### src/rtl/sift_pkg.sv
// rtl/sift_pkg.sv - coordinate widths, keypoint record and FSM encodings for the keypoint finder
package sift_pkg;

  function automatic int x_w(input int width);
    return $clog2(width);
  endfunction

  function automatic int y_w(input int height);
    return $clog2(height);
  endfunction

  function automatic int scale_w(input int num_layers);
    return $clog2(num_layers);
  endfunction

  // Fixed-width record for descriptor stages that collect keypoints across octaves.
  typedef struct packed {
    logic [7:0]  scale;
    logic [15:0] y;
    logic [15:0] x;
  } keypoint_t;

  localparam logic [2:0] ST_IDLE  = 3'd0;
  localparam logic [2:0] ST_FETCH = 3'd1;
  localparam logic [2:0] ST_EVAL  = 3'd2;
  localparam logic [2:0] ST_WRITE = 3'd3;
  localparam logic [2:0] ST_NEXT  = 3'd4;
  localparam logic [2:0] ST_DONE  = 3'd5;

endpackage

### src/rtl/multiscale_keypoint_finder_extremum_check.sv
// rtl/multiscale_keypoint_finder_extremum_check.sv - strict max/min test of a 3x3x3 cube centre
module extremum_check
  import sift_pkg::*;
#(
  parameter int BIT_DEPTH = 8
) (
  input  logic [27*BIT_DEPTH-1:0] cube,
  output logic                    is_max,
  output logic                    is_min
);

  logic signed [BIT_DEPTH-1:0] centre;
  logic signed [BIT_DEPTH-1:0] nb;

  // Cube is layer-major, row-major within a layer, so the centre is sample 13.
  always_comb begin
    centre = cube[13*BIT_DEPTH +: BIT_DEPTH];
    nb     = '0;
    is_max = 1'b1;
    is_min = 1'b1;
    for (int i = 0; i < 27; i++) begin
      if (i != 13) begin
        nb = cube[i*BIT_DEPTH +: BIT_DEPTH];
        if (nb >= centre) is_max = 1'b0;
        if (nb <= centre) is_min = 1'b0;
      end
    end
  end

endmodule

### src/rtl/multiscale_keypoint_finder.sv
// rtl/multiscale_keypoint_finder.sv - DoG scale-space extremum scanner; CONTRAST_THRESH_EN adds a |centre| gate
module multiscale_keypoint_finder
  import sift_pkg::*;
#(
  parameter int BIT_DEPTH       = 8,
  parameter int WIDTH           = 64,
  parameter int HEIGHT          = 64,
  parameter int NUM_LAYERS      = 3,
  parameter int READ_LATENCY    = 2,
  parameter int MAX_KEYPOINTS   = 256,
  parameter int CONTRAST_THRESH = 4
) (
  input  logic                                                 clk,
  input  logic                                                 rst_in,
  input  logic                                                 start,
  output logic [$clog2(WIDTH*HEIGHT)-1:0]                      dog_read_addr,
  input  logic [NUM_LAYERS*BIT_DEPTH-1:0]                      dog_data,
  output logic [$clog2(MAX_KEYPOINTS)-1:0]                     key_write_addr,
  output logic                                                 key_wea,
  output logic [scale_w(NUM_LAYERS)+y_w(HEIGHT)+x_w(WIDTH)-1:0] keypoint_out,
  output logic [$clog2(MAX_KEYPOINTS):0]                       keypoint_count,
  output logic                                                 overflow,
  output logic                                                 busy,
  output logic                                                 keypoints_done
);

  localparam int X_W        = x_w(WIDTH);
  localparam int Y_W        = y_w(HEIGHT);
  localparam int S_W        = scale_w(NUM_LAYERS);
  localparam int ADDR_W     = $clog2(WIDTH*HEIGHT);
  localparam int KEY_AW     = $clog2(MAX_KEYPOINTS);
  localparam int NS         = NUM_LAYERS - 2;
  localparam int LSB_W      = $clog2(NS + 1);
  localparam int FETCH_LAST = 8 + READ_LATENCY;
  localparam int FC_W       = $clog2(FETCH_LAST + 1);

  logic [2:0]        state_q, state_d;
  logic [X_W-1:0]    x_q, x_d;
  logic [Y_W-1:0]    y_q, y_d;
  logic [FC_W-1:0]   fc_q, fc_d;
  logic [NS-1:0]     flags_q, flags_d, flags_eval;
  logic [KEY_AW:0]   count_q, count_d;
  logic              overflow_q, overflow_d;
  logic signed [BIT_DEPTH-1:0] win_q [9][NUM_LAYERS];
  logic signed [BIT_DEPTH-1:0] win_d [9][NUM_LAYERS];
  logic [LSB_W-1:0]  lsb_idx;
  logic [S_W-1:0]    wr_scale;
  logic              count_full;
  int                tap;

  for (genvar s = 1; s <= NS; s++) begin : g_scale
    logic [27*BIT_DEPTH-1:0] cube;
    logic                    is_max;
    logic                    is_min;
    for (genvar j = 0; j < 3; j++) begin : g_layer
      for (genvar k = 0; k < 9; k++) begin : g_tap
        assign cube[(j*9+k)*BIT_DEPTH +: BIT_DEPTH] = win_q[k][s-1+j];
      end
    end
    extremum_check #(.BIT_DEPTH(BIT_DEPTH)) u_check (
      .cube   (cube),
      .is_max (is_max),
      .is_min (is_min)
    );
`ifdef CONTRAST_THRESH_EN
    logic [BIT_DEPTH:0] centre_ext;
    logic [BIT_DEPTH:0] centre_abs;
    assign centre_ext = {win_q[4][s][BIT_DEPTH-1], win_q[4][s]};
    assign centre_abs = centre_ext[BIT_DEPTH] ? ((BIT_DEPTH+1)'(0) - centre_ext) : centre_ext;
    assign flags_eval[s-1] = (is_max | is_min) && (centre_abs > (BIT_DEPTH+1)'(CONTRAST_THRESH));
`else
    assign flags_eval[s-1] = is_max | is_min;
`endif
  end

  always_comb begin
    lsb_idx = '0;
    for (int i = NS - 1; i >= 0; i--) begin
      if (flags_q[i]) lsb_idx = LSB_W'(i);
    end
  end

  assign wr_scale   = S_W'(lsb_idx) + S_W'(1);
  assign count_full = (count_q == (KEY_AW+1)'(MAX_KEYPOINTS));
  assign tap        = int'(fc_q) - READ_LATENCY;

  always_comb begin
    state_d    = state_q;
    x_d        = x_q;
    y_d        = y_q;
    fc_d       = fc_q;
    flags_d    = flags_q;
    count_d    = count_q;
    overflow_d = overflow_q;
    win_d      = win_q;
    case (state_q)
      ST_IDLE: begin
        if (start) begin
          state_d    = ST_FETCH;
          x_d        = X_W'(1);
          y_d        = Y_W'(1);
          fc_d       = '0;
          count_d    = '0;
          overflow_d = 1'b0;
        end
      end
      ST_FETCH: begin
        // Data for the tap issued READ_LATENCY cycles ago is on dog_data now.
        if (tap >= 0 && tap < 9) begin
          for (int l = 0; l < NUM_LAYERS; l++) begin
            win_d[tap[3:0]][l] = dog_data[l*BIT_DEPTH +: BIT_DEPTH];
          end
        end
        if (fc_q == FC_W'(FETCH_LAST)) begin
          fc_d    = '0;
          state_d = ST_EVAL;
        end else begin
          fc_d = fc_q + 1'b1;
        end
      end
      ST_EVAL: begin
        flags_d = flags_eval;
        state_d = (flags_eval == '0) ? ST_NEXT : ST_WRITE;
      end
      ST_WRITE: begin
        flags_d[lsb_idx] = 1'b0;
        if (count_full) overflow_d = 1'b1;
        else            count_d    = count_q + 1'b1;
        if (flags_d == '0) state_d = ST_NEXT;
      end
      ST_NEXT: begin
        if (x_q == X_W'(WIDTH - 2)) begin
          x_d = X_W'(1);
          if (y_q == Y_W'(HEIGHT - 2)) begin
            state_d = ST_DONE;
          end else begin
            y_d     = y_q + 1'b1;
            state_d = ST_FETCH;
          end
        end else begin
          x_d     = x_q + 1'b1;
          state_d = ST_FETCH;
        end
      end
      ST_DONE:  state_d = ST_IDLE;
      default:  state_d = ST_IDLE;
    endcase
  end

  always_ff @(posedge clk or posedge rst_in) begin
    if (rst_in) begin
      state_q    <= ST_IDLE;
      x_q        <= '0;
      y_q        <= '0;
      fc_q       <= '0;
      flags_q    <= '0;
      count_q    <= '0;
      overflow_q <= 1'b0;
      for (int k = 0; k < 9; k++) begin
        for (int l = 0; l < NUM_LAYERS; l++) begin
          win_q[k][l] <= '0;
        end
      end
    end else begin
      state_q    <= state_d;
      x_q        <= x_d;
      y_q        <= y_d;
      fc_q       <= fc_d;
      flags_q    <= flags_d;
      count_q    <= count_d;
      overflow_q <= overflow_d;
      win_q      <= win_d;
    end
  end

  always_comb begin
    dog_read_addr = '0;
    if (state_q == ST_FETCH && fc_q < FC_W'(9)) begin
      dog_read_addr = ADDR_W'((int'(y_q) + int'(fc_q) / 3 - 1) * WIDTH + int'(x_q) + int'(fc_q) % 3 - 1);
    end
  end

  assign key_wea        = (state_q == ST_WRITE) && !count_full;
  assign keypoint_out   = key_wea ? {wr_scale, y_q, x_q} : '0;
  assign key_write_addr = count_q[KEY_AW-1:0];
  assign keypoint_count = count_q;
  assign overflow       = overflow_q;
  assign busy           = (state_q == ST_FETCH) || (state_q == ST_EVAL) ||
                          (state_q == ST_WRITE) || (state_q == ST_NEXT);
  assign keypoints_done = (state_q == ST_DONE);

endmodule

### config.mk
export PLATFORM = sky130hd
export DESIGN_NAME = multiscale_keypoint_finder
export DESIGN_NICKNAME = d
export VERILOG_FILES = /design/src/rtl/sift_pkg.sv /design/src/rtl/multiscale_keypoint_finder_extremum_check.sv /design/src/rtl/multiscale_keypoint_finder.sv
export SDC_FILE = /design/constraint.sdc
export NUM_CORES = 1
export LEC_CHECK = 0
export CAP_MARGIN = 15
export CORE_MARGIN = 2
export CORE_UTILIZATION = 56
export CTS_CLUSTER_SIZE = 28
export DETAILED_ROUTE_END_ITERATION = 8
export GPL_TIMING_DRIVEN = 0
export PLACE_DENSITY = 0.85
export SLEW_MARGIN = 20
export SYNTH_ARGS = -nofsm -noshare
export SYNTH_HDL_FRONTEND = slang
export SYNTH_SLANG_ARGS = --single-unit
### constraint.sdc
create_clock -name clk -period 9.1 [get_ports clk]
set_clock_uncertainty 0.05 [all_clocks]
set_input_delay 2.73 -clock clk [delete_from_list [all_inputs] [get_ports clk]]
set_output_delay 2.73 -clock clk [all_outputs]
set_load 0.02 [all_outputs]
==> flow_summary.toml <==
[worst_setup_path]
worst_path_max_delay_cell = "dfrtp_2"
cp-endpoint = "dog_read_addr[10]"
cp.required_ns = 6.32
critPathCaptureType = "output port"
cpMostUsedCell = "ha_1"
critPathKind = "reg -> out"
critPathTopFamily = "compound AO/OA/AOI/OAI gates"
r2r_slack_ns = 5.07
worstReg2RegStart = "g_scale[1].cube[111]"
crit_buf_inv = 6
setup.worst_path.start_class = "flop"
ff2ff_path_depth = 11
crit_start = "fc_q[1]"
worstPathMaxFanout = 10
cp_data_arrival_time_ns = 6.19
r2r_end = "state_q[2]"
cpPeakStageDelay_ns = 0.42
crit_cells = 27

[placement]
dpl-instance-area_um2 = 17500
place_ws_ns = 0.0499
place_congestion = 0.942
port_buffers = 69
hpwl_um = 28700

[timing]
fmax_ghz = 0.112
timing.final.crit_share = 0.985
maxSlewHeadroom = 0.285
fin_crit_ns = 8.97
final-hold-violation-count = 0
worst_slew_pin_slew_ns = 1.07
final-setup-viol-count = 0
timing.setup.tns_ns = 0
worst_slack_ns = 0.133
rsz0062_at_grt = "yes"
maxSlewViolCount = 0

[clock_network]
cts_inserted_buffers = 27
cts_sinks = 245
root_buffer = "clkbuf_16"
clkTransAtPathRegs_ns = 0.06
cts_max_path_buffers = 3
clkLatencyLatePin_ns = 0.56
cts_tree = "yes"
cts-hold-fix-buffers = 0
h-tree-depth = 1

[detailed_routing]
dr.pass1.iters = 5
wl_per_cell_um = 21.4
drc = 0
vias_per_cell = 6.29
drt-initial-drc-count = 896
antenna_left = 0
finalWirelength_um = 42800
vias = 12600

[global_route]
grtUsageMet1 = 0.352
grt_pass1_wl_um = 68600
grt_pass1_vias = 13100
grt_busiest_layer = "met2"
antenna_found_initial = 0
use_met2 = 0.479
grt_max_degree = 37
met3_usage = 0.0474
gr-total-overflow = 0
grt_usage = 0.285

[layout]
nFillCells = 2062
nNetsFinal = 1881
n_antenna_cell = 0
stdcell_area_um2 = 18700
drive_gt1_frac = 0.206
synthToLayoutAreaGrowth_pct = 16.1
final_common_cell = "ha_1"
final_cell_mix = "ha_1 (251), dfrtp_1 (243), mux2_2 (193)"

[floorplanning]
ios = 74
die_area_um2 = 30100
core.rowCount = 62
die_w_um = 173
start_util = 0.565
die_y_um = 173
core_area_um2 = 28500

[job]
maxCapViolations = 0

[run_status]
outcome = "complete, no violations"

[synth]
ys_types = 73
yosysSeqAreaShare = 0.381
synth_area_um2 = 16100
ys.flop_type = "dfrtp_1"
syn_nets = 1765
syn-instance-count = 1483
synthArstFlopShare = 1.00
synth_top_area_share = 0.381
synth_largest_area_cell = "dfrtp_1"
avgSynthCellArea_um2 = 10.8
ys_ff_latch = 245
yosysWarningCount = 0
synth.area.top_cells = "dfrtp_1 (38%), ha_1 (20%), mux2_2 (14%), inv_1 (2.5%), nand4_1 (2.4%)"
synth-edff-count = 0

[worst_hold_path]
min_path_type = "reg -> reg"
==> synthesized netlist by cell type (all sizes together), types with 9 or more instances <==
master and n:
a211oi 14, a21o 19, a21oi 43, a31oi 9
buf 26, clkbuf 18, dfrtp 245, ha 253
inv 109, mux2 198, nand2 56, nand2b 17
nand3 33, nand4 61, nor2 88, nor2b 26
nor3 14, nor4 15, o21ai 64, o21bai 12
o22ai 14, o31ai 15, or3b 12, xnor2 18
xor2 15
==> layer usage <==
metal,part of all wire,vias up
met5,0,-
met2,0.47,565
met4,0.055,0
met1,0.39,6195
li1,-,5661
met3,0.077,180
==> registers in the layout (all words and copies together) (netlist names) <==
register and count:
y_q 6, state_q 3, overflow 1, fc_q 4, keypoint_count 9, g_scale.cube 216
x_q 6
==> worst min-delay path by stage <==
stage / cells after the start / from / endpoint / slack, ns
CTS: 1 / g_scale[1].cube[121] / g_scale[1].cube[121] / 0.45
global placement: 1 / g_scale[1].cube[123] / g_scale[1].cube[123] / 0.42
global route: 1 / g_scale[1].cube[121] / g_scale[1].cube[121] / 0.47
detailed placement: 1 / g_scale[1].cube[121] / g_scale[1].cube[121] / 0.43
finish: 1 / g_scale[1].cube[126] / g_scale[1].cube[126] / 0.44
floorplan: 1 / g_scale[1].cube[121] / g_scale[1].cube[121] / 0.41
==> what timing repair did <==
action                                  in CTS  in global routing
buffers inserted                             6                  2
pin swaps                                    3                  0
endpoints found under the setup margin       5                  7
gates resized for setup                      5                 16
==> logic make-up (layout without fill, tap and decap cells) <==
| kind of cell | Yosys count | count (layout) | synth area share |
|---|---|---|---|
| XOR/XNOR | 33 | 33 | 0.0184 |
| multiplexers | 203 | 203 | 0.142 |
| AND/OR/NAND/NOR | 362 | 362 | 0.125 |
| AO/OA/AOI/OAI | 231 | 231 | 0.0940 |
| other | 1 | 1 | 0.000233 |
| buffers and inverters | 153 | 290 | 0.0395 |
| flip-flops | 245 | 245 | 0.381 |
| adder cells (fa/ha/maj) | 255 | 255 | 0.199 |
==> worst reg2reg max path, delay by kind of cell, from the launching register on <==
| family | cells | cell delay, ns |
|---|---|---|
| AO/OA/AOI/OAI | 4 | 0.90 |
| flip-flops | 1 | 0.38 |
| AND/OR/NAND/NOR | 5 | 1.70 |
| buffers and inverters | 1 | 0.59 |
| adder cells (fa/ha/maj) | 1 | 0.29 |
==> area by class of cell <==
type	instances	area (µm²)	area share
Timing Repair Buffer	87	972	0.0521
Tap cell	384	480	0.0257
Sequential cell	245	6130	0.329
Multi-Input combinational cell	1085	9360	0.502
Inverter	109	417	0.0223
Clock buffer	29	703	0.0377
Buffer	44	233	0.0125
Clock inverter	21	365	0.0196
==> stage by stage <==
| stage | hold WS, ns | util | instances |
|---|---|---|---|
| after floorplan | 0.412 | - | 1483 |
| after global placement | 0.424 | 0.606 | 1936 |
| after detailed placement | 0.431 | 0.614 | 1946 |
| after CTS | 0.445 | 0.653 | 2002 |
| after global routing | 0.467 | 0.656 | 2004 |
| final | 0.443 | 0.656 | 2004 |
Power is not shown: default switching activity piles up to over one toggle a cycle in this logic, so the estimate is an artifact.
